$ cat src/rtl/spike_net_interface_pkg.sv
// Shared flit layout, port indices, FSM encodings and routing-entry type
// for the spike network interface (the router uses the same field positions).
package spike_net_interface_pkg;

   localparam int DEST_X_HI = 31;
   localparam int DEST_X_LO = 24;
   localparam int DEST_Y_HI = 23;
   localparam int DEST_Y_LO = 16;
   localparam int AXON_HI   = 15;
   localparam int AXON_LO   = 8;
   localparam int SRC_HI    = 7;
   localparam int SRC_LO    = 0;

   localparam int PORT_LOCAL = 0;
   localparam int PORT_NORTH = 1;
   localparam int PORT_EAST  = 2;
   localparam int PORT_SOUTH = 3;
   localparam int PORT_WEST  = 4;

   localparam int CFG_W = 25;

   typedef enum logic [1:0] {
      ST_IDLE = 2'd0,
      ST_SCAN = 2'd1,
      ST_SEND = 2'd2
   } ni_state_e;

   typedef struct packed {
      logic       valid;
      logic [7:0] dest_x;
      logic [7:0] dest_y;
      logic [7:0] axon;
   } route_entry_t;

   function automatic logic [31:0] make_flit(input route_entry_t e, input logic [7:0] src);
      logic [31:0] f;
      f                    = '0;
      f[DEST_X_HI:DEST_X_LO] = e.dest_x;
      f[DEST_Y_HI:DEST_Y_LO] = e.dest_y;
      f[AXON_HI:AXON_LO]     = e.axon;
      f[SRC_HI:SRC_LO]       = src;
      return f;
   endfunction

endpackage

$ cat src/rtl/spike_net_interface_fifo.sv
// ni_spike_fifo: synchronous FIFO with show-ahead read data; push ignored
// when full, pop ignored when empty.
module ni_spike_fifo #(
   parameter int WIDTH = 4,
   parameter int DEPTH = 8
) (
   input  logic             clk,
   input  logic             rst,
   input  logic             push_i,
   input  logic [WIDTH-1:0] wdata_i,
   input  logic             pop_i,
   output logic [WIDTH-1:0] rdata_o,
   output logic             full_o,
   output logic             empty_o
);
   localparam int AW = $clog2(DEPTH);

   logic [WIDTH-1:0] mem_q [DEPTH];
   logic [AW:0]      wptr_q, rptr_q;
   logic             do_push, do_pop;

   // Extra pointer MSB distinguishes full from empty when the indices match.
   assign full_o  = (wptr_q[AW] != rptr_q[AW]) && (wptr_q[AW-1:0] == rptr_q[AW-1:0]);
   assign empty_o = (wptr_q == rptr_q);
   assign do_push = push_i && !full_o;
   assign do_pop  = pop_i && !empty_o;
   assign rdata_o = mem_q[rptr_q[AW-1:0]];

   always_ff @(posedge clk) begin
      if (rst) begin
         wptr_q <= '0;
         rptr_q <= '0;
      end else begin
         if (do_push) wptr_q <= wptr_q + 1'b1;
         if (do_pop)  rptr_q <= rptr_q + 1'b1;
      end
   end

   always_ff @(posedge clk) begin
      if (do_push) mem_q[wptr_q[AW-1:0]] <= wdata_i;
   end

endmodule

$ cat src/rtl/spike_net_interface.sv
// Injection network interface: buffers spikes, expands each into one flit per
// valid routing slot. Optional NI_DROP_CNT_EN adds a saturating drop counter.
module spike_net_interface
   import spike_net_interface_pkg::*;
#(
   parameter  int DATA_WIDTH  = 32,
   parameter  int NUM_NEURONS = 16,
   parameter  int FANOUT      = 4,
   parameter  int FIFO_DEPTH  = 8,
   localparam int NID_W       = $clog2(NUM_NEURONS),
   localparam int SLOT_W      = (FANOUT > 1) ? $clog2(FANOUT) : 1,
   localparam int TBL_N       = NUM_NEURONS * FANOUT,
   localparam int TA_W        = $clog2(TBL_N)
) (
   input  logic                  clk,
   input  logic                  rst,
   input  logic                  spike_valid,
   input  logic [NID_W-1:0]      spike_id,
   output logic                  spike_ready,
   input  logic                  cfg_we,
   input  logic [TA_W-1:0]       cfg_addr,
   input  logic [CFG_W-1:0]      cfg_wdata,
   output logic [DATA_WIDTH-1:0] dout,
   output logic                  vout,
   input  logic                  rin,
`ifdef NI_DROP_CNT_EN
   output logic                  busy,
   output logic [15:0]           drop_count
`else
   output logic                  busy
`endif
);

   ni_state_e             state_q, state_d;
   logic [NID_W-1:0]      cur_id_q, cur_id_d;
   logic [SLOT_W-1:0]     slot_q, slot_d;
   logic [DATA_WIDTH-1:0] dout_q, dout_d;
   logic                  vout_q, vout_d;

   logic                  fifo_pop, fifo_full, fifo_empty;
   logic [NID_W-1:0]      fifo_rdata;

   route_entry_t          tbl_q [TBL_N];
   route_entry_t          rd_ent;
   logic [TA_W-1:0]       rd_idx;
   logic                  last_slot;

   ni_spike_fifo #(.WIDTH(NID_W), .DEPTH(FIFO_DEPTH)) u_fifo (
      .clk     (clk),
      .rst     (rst),
      .push_i  (spike_valid),
      .wdata_i (spike_id),
      .pop_i   (fifo_pop),
      .rdata_o (fifo_rdata),
      .full_o  (fifo_full),
      .empty_o (fifo_empty)
   );

   // Only the valid bits need clearing; stale payloads are never observed.
   always_ff @(posedge clk) begin
      if (rst) begin
         for (int i = 0; i < TBL_N; i++) tbl_q[i].valid <= 1'b0;
      end else if (cfg_we && (int'(cfg_addr) < TBL_N)) begin
         tbl_q[cfg_addr] <= route_entry_t'(cfg_wdata);
      end
   end

   assign rd_idx    = TA_W'(int'(cur_id_q) * FANOUT + int'(slot_q));
   assign rd_ent    = tbl_q[rd_idx];
   assign last_slot = (int'(slot_q) == FANOUT - 1);
   assign fifo_pop  = (state_q == ST_IDLE) && !fifo_empty;

   always_ff @(posedge clk) begin
      if (rst) begin
         state_q  <= ST_IDLE;
         cur_id_q <= '0;
         slot_q   <= '0;
         dout_q   <= '0;
         vout_q   <= 1'b0;
      end else begin
         state_q  <= state_d;
         cur_id_q <= cur_id_d;
         slot_q   <= slot_d;
         dout_q   <= dout_d;
         vout_q   <= vout_d;
      end
   end

   always_comb begin
      state_d = state_q;
      case (state_q)
         ST_IDLE: if (!fifo_empty) state_d = ST_SCAN;
         ST_SCAN: begin
            if (rd_ent.valid)   state_d = ST_SEND;
            else if (last_slot) state_d = ST_IDLE;
         end
         ST_SEND: if (rin) state_d = last_slot ? ST_IDLE : ST_SCAN;
         default: state_d = ST_IDLE;
      endcase
   end

   always_comb begin
      cur_id_d = cur_id_q;
      slot_d   = slot_q;
      dout_d   = dout_q;
      vout_d   = vout_q;
      case (state_q)
         ST_IDLE: begin
            if (!fifo_empty) begin
               cur_id_d = fifo_rdata;
               slot_d   = '0;
            end
         end
         ST_SCAN: begin
            if (rd_ent.valid) begin
               dout_d = make_flit(rd_ent, 8'(cur_id_q));
               vout_d = 1'b1;
            end else if (!last_slot) begin
               slot_d = slot_q + 1'b1;
            end
         end
         ST_SEND: begin
            if (rin) begin
               vout_d = 1'b0;
               if (!last_slot) slot_d = slot_q + 1'b1;
            end
         end
         default: vout_d = 1'b0;
      endcase
   end

   assign dout        = dout_q;
   assign vout        = vout_q;
   assign spike_ready = !fifo_full;
   assign busy        = (state_q != ST_IDLE) || !fifo_empty;

`ifdef NI_DROP_CNT_EN
   logic [15:0] drop_q;

   always_ff @(posedge clk) begin
      if (rst)                                             drop_q <= '0;
      else if (spike_valid && fifo_full && (drop_q != '1)) drop_q <= drop_q + 1'b1;
   end

   assign drop_count = drop_q;
`endif

endmodule

$ cat config.mk
export PLATFORM = sky130hd
export DESIGN_NAME = spike_net_interface
export DESIGN_NICKNAME = d
export VERILOG_FILES = /design/src/rtl/spike_net_interface_pkg.sv /design/src/rtl/spike_net_interface_fifo.sv /design/src/rtl/spike_net_interface.sv
export SDC_FILE = /design/constraint.sdc
export NUM_CORES = 2
export LEC_CHECK = 0
export CAP_MARGIN = 20
export CORE_ASPECT_RATIO = 0.75
export CORE_MARGIN = 2
export CORE_UTILIZATION = 60
export CTS_BUF_LIST = sky130_fd_sc_hd__clkbuf_4
export DETAILED_ROUTE_END_ITERATION = 7
export GPL_ROUTABILITY_DRIVEN = 0
export GPL_TIMING_DRIVEN = 0
export PLACE_DENSITY = 0.88
export REMOVE_ABC_BUFFERS = 1
export SYNTH_ARGS = -nofsm -noshare
export SYNTH_HDL_FRONTEND = slang
export SYNTH_SLANG_ARGS = --single-unit
$ cat constraint.sdc
create_clock -name clk -period 5.1 [get_ports clk]
set_input_delay 0.765 -clock clk [delete_from_list [all_inputs] [get_ports clk]]
set_output_delay 0.765 -clock clk [all_outputs]
set_load 0.02 [all_outputs]
# Word level (Yosys, flattened, before mapping)

Memories as Yosys holds them, arrays and structs flattened. A register that Yosys moved wholly into a read port is not among the register bits.
Index checks and enable logic that the tools add are counted.
W data, S select, Z words.

Flip-flop bits (word level): 41
Memory bits (writable): 1632
Input port bits: 40
Output and inout port bits: 35
Logic and storage cells: 65
Memories: 2

Add/subtract/negate cells: 4
Eq/ne operators: 11
Multiplexer cells: 24
Bitwise gates (word level): 2
Reductions and logical operators: 16

Memory list:

| memory       | words | bits a word | rd ports | clocked after memory_dff | write ports | line                           | text |
|---|---|---|---|---|---|---|---|
| tbl_q        | 64    | 25          | 1        | 0                        | 64          | spike_net_interface.sv:43      | `route_entry_t tbl_q [TBL_N];` |
| u_fifo.mem_q | 8     | 4           | 1        | 1                        | 1           | spike_net_interface_fifo.sv:18 | `logic [WIDTH-1:0] mem_q [DEPTH];` |

Operators by type and width:

| cell                  | number |
|---|---|
| $mux W25              | 1 |
| $reduce_or A25 Y1     | 1 |
| $mux W2               | 9 |
| $pmux W2 S3           | 2 |
| $mux W1               | 10 |
| $add A4 B1 Y4 const B | 2 |
| $ne A2 B2 Y1 const B  | 4 |
| $add A6 B2 Y6         | 1 |
| $mux W6               | 1 |
| $reduce_and A3 Y1     | 2 |
| $eq A2 B1 Y1 const B  | 2 |
| $eq A4 B4 Y1          | 1 |
| $logic_and A1 B1 Y1   | 4 |
| $reduce_and A2 Y1     | 2 |
| $reduce_and A4 Y1     | 1 |
| $eq A3 B3 Y1          | 1 |
| $ne A3 B3 Y1 const B  | 1 |
| $pmux W1 S3           | 1 |
| $reduce_bool A3 Y1    | 1 |
| $add A2 B1 Y2 const B | 1 |
| $eq A2 B2 Y1 const B  | 1 |
| $logic_not A1 Y1      | 2 |
| $logic_not A2 Y1      | 1 |
| $not A1 Y1            | 2 |
| other kinds (3)       | 3 |

# Depth between registers and ports, before layout

Depth after elaboration: 6
Gate-level depth with buffers: 11
Gate-level depth less buffers: 7

# Hierarchy

From an unflattened synthesis, not the netlist that was laid out.

Cells, all modules: 3009
Area, all modules: 65758.1 um^2

By module, submodules not included:

| module              | times used | cells each | area an instance (um^2) | sequential area each (um^2) |
|---|---|---|---|---|
| spike_net_interface | 1          | 2878       | 63796.2                 | 48786.8 |
| ni_spike_fifo       | 1          | 131        | 1961.9                  | 1181.1 |

# Worst setup path before layout

Ideal clock, no wire load.

Kind: input to register
Start: input port rst
End: memory tbl_q[56][0] in the netlist's numbering (enable)
Setup time: 0.405 ns
Data arrival time: 2.629 ns
Required time: 4.695 ns
Setup slack: 2.066 ns
Cell stages on the path: 6
Path buffers: 2
Path through: inv_1 > and3_1 > clkbuf_1 > nand3_1 > clkbuf_1 > nor2_1

RTL lines:

| what        | line                      | text |
|---|---|---|
| from (decl) | spike_net_interface.sv:16 | `input logic rst,` |
| to (decl)   | spike_net_interface.sv:43 |  |

# Worst setup path in the final report

Start: register cur_id_q[3] (read register of u_fifo.mem_q)
End: register dout_q[10] (netlist: dout[10])

Cells in the longest elaborated chain, start to end: 3

RTL lines:

| what                               | line                      | text |
|---|---|---|
| from (decl)                        | spike_net_interface.sv:35 | `logic [NID_W-1:0] cur_id_q, cur_id_d;` |
| $add A6 B2 Y6 *                    | spike_net_interface.sv:68 | `assign rd_idx = TA_W'(int'(cur_id_q) * FANOUT + int'(slot_q));` |
| $mem_v2 Z64 W25 *                  | n/a                       |  |
| $reduce_and A2 Y1 (no source line) | n/a                       |  |
| to (signal assigned)               | spike_net_interface.sv:84 | `dout_q <= dout_d;` |
| to (decl)                          | spike_net_interface.sv:37 | `logic [DATA_WIDTH-1:0] dout_q, dout_d;` |

Every way passes the cells marked *; elsewhere a longest branch is shown, timed or not.
A chain may end at the register's enable or synchronous reset.

==> results by group <==
Die
  – Starting density of the core: 60.6%
  – Die H: 289 µm
  – Core area: 0.107 mm²
  – Die X: 385 µm
  – Site row count: around 100
  – Die area: 0.111 mm²
  – # IOs: 75

Logic synthesis
  – Synthesized area: 0.0652 mm²
  – Synth warn: 0
  – Post-synth EDFFs: 1632
  – Sequential area share after synthesis: 76.6%
  – Area contributors post-synth: edfxtp_1 (75%), mux4_2 (15%), dfxtp_1 (1.4%), a22oi_1 (0.69%), o21ai_0 (0.68%)
  – Leading area contributor after synthesis: edfxtp_1
  – Synth Register Bits: 1677
  – Post-synthesis adder-cell area fraction: 0.154%
  – Cell with the most instances after synthesis: edfxtp_1
  – Post-synthesis compound-gate area fraction: 2.85%
  – Post-synth ARST share: 0%
  – Main synth FF type: edfxtp_1
  – Combinational family with the most area after synthesis: multiplexers
  – Synth Instances: roughly 3000
  – Most instantiated cells after synthesis: edfxtp_1 (1632), mux4_2 (428), nor2_1 (98)
  – Mux contribution to synthesized area: 16.1%
  – Syn_area_per_cell: 21.8 µm²
  – Post-synthesis cell type count: 61
  – Synth top area share: about 75%
  – Post-Synth XOR/XNOR Area: less than 1%
  – Simple-gate area share of the yosys netlist: 2.45%

Worst setup path
  – Startpoint Class: register
  – Worst path bufs/invs: 2
  – Crit path max-delay family: simple AND/OR/NAND/NOR gates
  – Worst path required time: 6.18 ns
  – Crit end category: register
  – Kind of critical path: register to register
  – CP Data Arrival Time: 5.81 ns
  – Crit-path max cell delay: 1.02 ns
  – CP max FO: 31
  – CP cell instances: inv_1, a221oi_1, nand3_1, nand2_1, buf_16, a311oi_1
  – CP max-delay cell: nand3_1

Routing
  – # DRC: 18
  – Vias: between 30000 and 40000
  – First DRT Iteration DRCs: 6581
  – Antenna viol nets, final: 0
  – DRT Wirelength: around 180000 µm
  – Via density: between 7 and 8
  – Wire per inst: 35.3 µm
  – First drt pass iteration count: 8

Timing
  – Final Hold Fails: 0
  – Count of final setup violators: 0
  – Max Clk Rate: 0.211 GHz
  – RSZ-0062 raised after global routing: no
  – Tcrit/Tclk final: 92.7%
  – Max Slew Vio Count: 0
  – Worst setup slack after layout: 0.370 ns
  – Measured slew at the worst slew-check pin: approximately 1.3 ns
  – Slew margin rel.: 9.80%
  – Final setup TNS: 0 ns
  – Final min period: 4.73 ns
  – Clock Skew: 0.103 ns

Clocking
  – Worst-path clk slew: 0.07 ns
  – Worst skew pair latency: 1.30 ns
  – Setup bufs post-CTS: 0
  – Max Root-Sink Buffers: 4
  – Clock sink total: around 1700
  – Total CTS buffers: 385
  – H-tree depth: 5
  – PostCTS Resize Cnt: 0
  – Clock root cell: clkbuf_4
  – CTS tree: done

Placed design
  – DP Wirelength: about 110000 µm
  – I/O Buffers: 70
  – Post-Place Setup Slack: 0.462 ns

Power and ir drop
  – Power Density: 473 mW/mm²
  – Leakage: ~23 nW
  – VDD IR max: between 400 and 500 µV

GRT
  – First-pass GRT wire length: around 250000 µm
  – Vias in the first global route: between 30000 and 40000
  – Largest net degree at the start of global routing: 66
  – Grt total ovfl: 0
  – GRT Total Usage: approximately 33%
  – Antenna violations before repair: 7

Final layout
  – Area growth syn-to-layout: 14.4%
  – Layout cell share with drive strength beyond 1: 34.5%
  – NumNets Final: 3445
  – FILL cells: approximately 6000

Run status
  – Status: finished with violations
  – Violated checks: DRC

Flow run
  – MaxCap Viol Count: 0

Min path
  – Hold Crit Class: input pin to register
flip-flops by register name (all words and copies together) (netlist names):
register	count
cur_id_q	4
dout	28
slot_q	2
state_q	2
tbl_q	1600
u_fifo.mem_q	32
u_fifo.rptr_q	4
u_fifo.wptr_q	4
vout	1
routing by layer:
metal | up-vias | wire length (µm) | track usage (%)
met4 | 10 | 10200 | 16.4
li1 | 13700 | - | -
met5 | - | 470 | 1.43
met3 | 773 | 28100 | 11.4
met2 | 3879 | 83700 | 49.4
met1 | 18200 | 58300 | 42.8
what timing repair did:
item	CTS	global route
endpoints found under the hold margin	527	15
setup endpoints to repair	0	0
hold buffers	22	1
report_power, final:
part	internal, mW	leakage, nW	switching [mW]
Clock	5.25	2.87	5.27
Sequential	15.3	15.1	0.573
Combinational	3.82	5.32	5.03
Total	24.4	23.3	10.9
layout by cell type, fill, tap and decap left out, types with 39 or more instances in the layout:
cell / instances
a22oi_1: 60
and3_1: 44
buf_12: 69
clkbuf_4: 583
clkdlybuf4s50_1: 44
clkinv_1: 72
dfxtp_1: 39
edfxtp_1: 1632
mux4_2: 428
nor2_4: 64
o21ai_0: 88
cells by family after synthesis:
kind of cell	after synthesis
AOI/OAI and AO/OA	285
muxes	489
DFF	1677
xor gates and xnor gates	9
other	1
adders and majority gates	8
and+or+nand+nor	315
buffers and inverters	199
worst register-to-register path, cell delays in order (launching register included):
cell,delay (ns)
dfxtp_2,0.98
inv_1,0.79
a221oi_1,0.58
nand3_1,1.02
nand2_1,0.76
buf_16,0.26
a311oi_1,0.19
final cells by class:
cell class              instances  area [µm²]  area share, %
clock buffers                 583        4380           5.87
flip-flops and latches       1677       49900           67.0
diodes                         17        42.5         0.0571
repair buffers                214        3390           4.54
multi-input cells            1110       14600           19.6
well taps                    1431        1790           2.40
inverters                       9        36.3         0.0487
clock inverters                87         363          0.487
metrics by stage:
step                      util [%]  power (mW)  hold WS (ns)  area (µm²)  instances
after detailed placement      64.4        24.4         0.482       69300       4404
after floorplan                  -        19.9         0.479       64100       2796
final                         69.3        35.3         0.189       74500       5128
after global routing          69.3        36.1         0.138       74500       5118
after CTS                     69.0        34.8        0.0308       74200       5096
after global placement        61.9        21.9         0.466       66500       4297
final timing paths:
check,cells after the start,slack (ns),startpoint,endpoint
worst max register to register,6,0.37,cur_id_q[3],dout[10]
worst min-delay path,2,0.19,rst,u_fifo.rptr_q[2]
worst max-delay path,6,0.37,cur_id_q[3],dout[10]
worst min register to register,2,0.50,dout[30],dout[30]
No activity file was read; power rests on OpenSTA's default activity.
